==> config.mk <==
export PLATFORM = sky130hd
export DESIGN_NAME = pwm_fade
export DESIGN_NICKNAME = d
export VERILOG_FILES = /design/src/rtl/pwm_fade.sv
export SDC_FILE = /design/constraint.sdc
export NUM_CORES = 1
export LEC_CHECK = 0
export CORE_MARGIN = 1.5
export CORE_UTILIZATION = 61
export DETAILED_ROUTE_END_ITERATION = 8
export GPL_ROUTABILITY_DRIVEN = 0
export PLACE_DENSITY = 0.83
export SYNTH_ARGS = -nofsm -noshare
export SYNTH_HDL_FRONTEND = slang
export SYNTH_SLANG_ARGS = --single-unit
==> constraint.sdc <==
create_clock -name clk -period 5.5 [get_ports clk]
set_input_delay 0.825 -clock clk [delete_from_list [all_inputs] [get_ports clk]]
set_output_delay 0.825 -clock clk [all_outputs]
set_load 0.02 [all_outputs]
==> src/rtl/pwm_fade.sv <==
// Brightness fader for pwm_ctrl: walks level one step toward a target every (rate+1) PWM periods, or jumps at rate 15.
// Latency: a new level appears on the edge where the period counter wraps 254->0, so it is stable for a whole period.
// Backpressure: tgt_ready is high only while idle; tgt_valid seen while busy is dropped, never queued.
//
// Ports: clk, rstn (sync, active-low), tgt_level/tgt_rate/tgt_valid/tgt_ready (target handshake),
//        level (registered, feeds pwm_ctrl.level), period_start (counter == 0), busy (ramp in progress).
// Optional: define PWM_FADE_BREATHE_EN to add the breathe input, which auto-reverses ramps between 0 and the held target.
module pwm_fade (
    input  logic       clk,
    input  logic       rstn,
    input  logic [7:0] tgt_level,
    input  logic       tgt_valid,
    input  logic [3:0] tgt_rate,
`ifdef PWM_FADE_BREATHE_EN
    input  logic       breathe,
`endif
    output logic       tgt_ready,
    output logic [7:0] level,
    output logic       period_start,
    output logic       busy
);

    typedef enum logic {IDLE, RAMP} state_t;

    localparam logic [7:0] CNT_LAST  = 8'd254;
    localparam logic [3:0] RATE_JUMP = 4'd15;

    state_t     state;
    logic [7:0] cnt;        // period counter, mirrors pwm_ctrl's 0..254 sequence
    logic [3:0] presc;      // periods elapsed since the last step
    logic [3:0] rate_q;     // latched periods-per-step minus 1
    logic [7:0] hold_tgt;   // target as accepted from the host
    logic [7:0] dest;       // goal of the ramp currently running (differs from hold_tgt only while breathing)

    logic       boundary;
    logic       do_step;
    logic [7:0] step_level;
    logic [7:0] next_level;

    // The edge where cnt goes 254->0 is the only edge allowed to move level.
    assign boundary = (cnt == CNT_LAST);

    // In RAMP, level != dest always holds, so a single +/-1 can neither
    // overshoot nor wrap past 0/255.
    assign step_level = (level < dest) ? level + 8'd1 : level - 8'd1;
    assign next_level = (rate_q == RATE_JUMP) ? dest : step_level;
    assign do_step    = boundary && ((rate_q == RATE_JUMP) || (presc == rate_q));

    assign period_start = (cnt == 8'd0);
    assign tgt_ready    = (state == IDLE);
    assign busy         = (state == RAMP);

    always_ff @(posedge clk) begin
        if (!rstn) begin
            state    <= IDLE;
            cnt      <= 8'd0;
            presc    <= 4'd0;
            rate_q   <= 4'd0;
            hold_tgt <= 8'd0;
            dest     <= 8'd0;
            level    <= 8'd0;
        end else begin
            cnt <= boundary ? 8'd0 : cnt + 8'd1;

            case (state)
                IDLE: begin
                    if (tgt_valid) begin
                        hold_tgt <= tgt_level;
                        dest     <= tgt_level;
                        rate_q   <= tgt_rate;
                        presc    <= 4'd0;
                        // Already at the requested level: nothing to ramp, busy never rises.
                        if (tgt_level != level)
                            state <= RAMP;
                    end
                end

                RAMP: begin
                    if (do_step) begin
                        level <= next_level;
                        presc <= 4'd0;
                        if (next_level == dest) begin
`ifdef PWM_FADE_BREATHE_EN
                            // Keep cycling between 0 and the held target at the same rate.
                            // A held target of 0 has nothing to breathe toward, so it settles.
                            if (breathe && (hold_tgt != 8'd0))
                                dest <= (next_level == hold_tgt) ? 8'd0 : hold_tgt;
                            else
                                state <= IDLE;
`else
                            state <= IDLE;
`endif
                        end
                    end else if (boundary) begin
                        presc <= presc + 4'd1;
                    end
                end

                default: state <= IDLE;
            endcase
        end
    end

endmodule

==> flow_metrics.py <==
metrics = {
    "sta": {
        "finalSetupTns_ns": 0,
        "fin_crit_ns": 3.59,
        "rsz0062_at_grt": "no",
        "fmax_mhz": 278,
        "timing.final.hold_violations": 0,
        "maxSlewViolCount": 0,
        "worst_pin_slew_ns": 0.960,
        "maxSlewHeadroom": 0.359,
        "clock_skew_ns": 0.00390,
        "finalCritPeriodShare": 0.653,
        "setup_viol": 0,
    },
    "clocking": {
        "htree_levels": 2,
        "post_cts_hold_buffer_count": 0,
        "cts_inserted_buffers": 5,
        "cts_buffer_depth": 2,
        "tritoncts": "yes",
        "path_clk_slew_ns": 0.07,
        "clock-sinks": 33,
        "clockRootBuffer": "clkbuf_8",
        "clk_latency_ns": 0.29,
        "cts_setup_buffers": 0,
        "cts_resized": 0,
    },
    "synthesis": {
        "synth_area_um2": 2350,
        "ys_types": 56,
        "synthArstFlopShare": 0,
        "synth_edf_count": 0,
        "yosysWarnings": 0,
        "ys_ff_latch": 33,
        "yosysTopAreaCell": "dfxtp_1",
        "synth_ff_type": "dfxtp_1",
        "synthesis.instances": 280,
        "synth.yosys.seq_area_share": 0.282,
        "syn-num-nets": 314,
        "synth_area_leaders": "dfxtp_1 (28%), ha_1 (9.6%), nand2_1 (6.6%)",
        "syn_avg_cell_area_um2": 8.38,
        "yosysTopAreaCellShare": 0.282,
    },
    "power_and_ir_drop": {
        "finalPower_uw": 609,
        "switching_share": 0.330,
        "power_frac_clock": 0.305,
        "p_int_uw": 408,
        "p_leak_uw": 0.00106,
        "p_comb_frac": 0.268,
        "pwr_density_cell_nw_per_um2": 228,
        "peakVddDrop_v": 0.000122,
        "seq_power_share": 0.427,
        "p_sw_uw": 201,
    },
    "hold_path": {
        "hp-class": "reg2reg",
        "worstHoldStart": "dest[7]",
    },
    "grt": {
        "grt_pass1_vias": 1907,
        "antenna_found_initial": 0,
        "grt_max_degree": 26,
        "grt_first_pass_wirelength_mm": 9.20,
        "grt-ovfl-total": 0,
        "track_usage": 0.283,
    },
    "routing": {
        "routed_wl_mm": 5.29,
        "wl_per_cell_um": 15.1,
        "drt_pass1_iterations": 4,
        "drc": 0,
        "num_vias": 2026,
        "drt_iter0_markers": 193,
        "vias_per_cell": 5.79,
        "ant_nets": 0,
    },
    "setup_path": {
        "crit_path_max_fanout": 10,
        "critPathLaunchType": "register",
        "required_ns": 5.68,
        "critical_path_class": "reg2reg",
        "cp.arrival_ns": 3.78,
        "regToRegStartpoint": "dest[6]",
        "critPathLaunch": "dest[6]",
        "end_kind": "register",
    },
    "placed_design": {
        "post-place-cells": 342,
        "dp_hpwl_mm": 3.76,
        "placed_cell_area_um2": 2580,
        "io_buffers": 25,
    },
    "floorplan": {
        "die-width_um": 65.0,
        "die_y_um": 65.0,
        "initial_core_util": 0.636,
        "std_cell_rows": 22,
        "core_um2": 3690,
        "num_io_pins": 26,
        "dieArea_um2": 4230,
    },
    "cells_and_area": {
        "area_growth_pct": 13.8,
        "utilization": 0.724,
        "drive_gt1_frac": 0.0629,
        "stdcell_area_um2": 2670,
        "layoutNonFillerInstCount": 350,
        "antennaDiodeCount": 0,
        "nNetsFinal": 335,
    },
    "status": {
        "status": "finished clean",
    },
    "flow_run": {
        "cap_violations": 0,
    },
}
## sequential cells by signal (all words and copies together), names as in the netlist
name and count:
rate_q 4, presc 4, dest 8, level 8, busy 1, cnt 8
## through the flow
stage / worst slack [ns] / hold WS [ns]
floorplan: 2.35 / 0.453
global placement: 2.09 / 0.475
detailed placement: 1.94 / 0.481
CTS: 1.92 / 0.487
global route: 1.65 / 0.543
finish: 1.91 / 0.490
## cell type report
cell class	count	area, um2
Timing Repair Buffer	25	250
Inverter	16	60.1
Fill cell	298	1020
Clock buffer	5	68.8
Sequential cell	33	661
Multi-Input combinational cell	220	1550
Clock inverter	3	17.5
Tap cell	48	60.1
## worst paths after layout
check                   to  slack (ns)  depth (start not counted)
setup / recovery      busy        1.91                         13
hold / removal    level[7]        0.49                          2
setup reg to reg      busy        1.91                         13
hold reg to reg   level[7]        0.49                          2
## cell usage after synthesis (4+ instances only)
library cell	instances
a21boi_0	10
clkbuf_1	4
nand3_1	6
xor2_1	17
xnor2_1	14
nor2_1	16
inv_1	16
o21ai_1	5
o211ai_1	6
nor2b_1	4
nand4_1	7
o21ai_0	5
dfxtp_1	33
nand2_1	41
a31oi_1	4
nor4_1	5
ha_1	18
a21oi_1	10
## cells by family (layout without fill, tap and decap cells)
group / after synthesis / after routing / synth area share
adder cells (fa/ha/maj): 19 / 19 / 0.105
AO/OA/AOI/OAI: 65 / 65 / 0.204
multiplexers: 3 / 3 / 0.0149
flip-flops: 33 / 33 / 0.282
AND/OR/NAND/NOR: 102 / 102 / 0.222
buffers and inverters: 27 / 49 / 0.0571
XOR/XNOR: 31 / 31 / 0.116
## layer usage
layer,GRT usage,share of wire,vias up
met3,0.0538,0.066,5
met1,0.391,0.46,941
li1,-,-,1027
met4,0.0599,0.0064,0
met2,0.460,0.47,53
met5,0,0,-
## power by group through the flow
stage	logic, uW	clock network [uW]	registers, uW
after floorplan	127	0	264
after global placement	158	0	265
after detailed placement	161	0	266
after CTS	163	187	260
after global routing	183	200	262
final	163	186	260
## cell usage in the layout (no fill, tap or decap), types with 6 or more instances in the layout
master / n
nand4_1: 7
xor2_1: 17
xnor2_1: 14
clkdlybuf4s50_1: 25
nand2_1: 41
inv_1: 16
a21oi_1: 10
o211ai_1: 6
nand3_1: 6
dfxtp_1: 33
nor2_1: 16
ha_1: 18
a21boi_0: 10
## critical path, stage by stage (launching register included)
cell and delay [ns]:
dfxtp_1 0.45, inv_1 0.15, ha_1 0.32, o2111ai_1 0.12
o21ai_2 0.46, inv_1 0.12, fa_1 0.41, nand2b_1 0.20
a211oi_2 0.39, mux2i_1 0.23, nand4_1 0.09, nor4_1 0.33
a21o_1 0.16, a21boi_1 0.05
No activity file was read; power rests on OpenSTA's default activity.
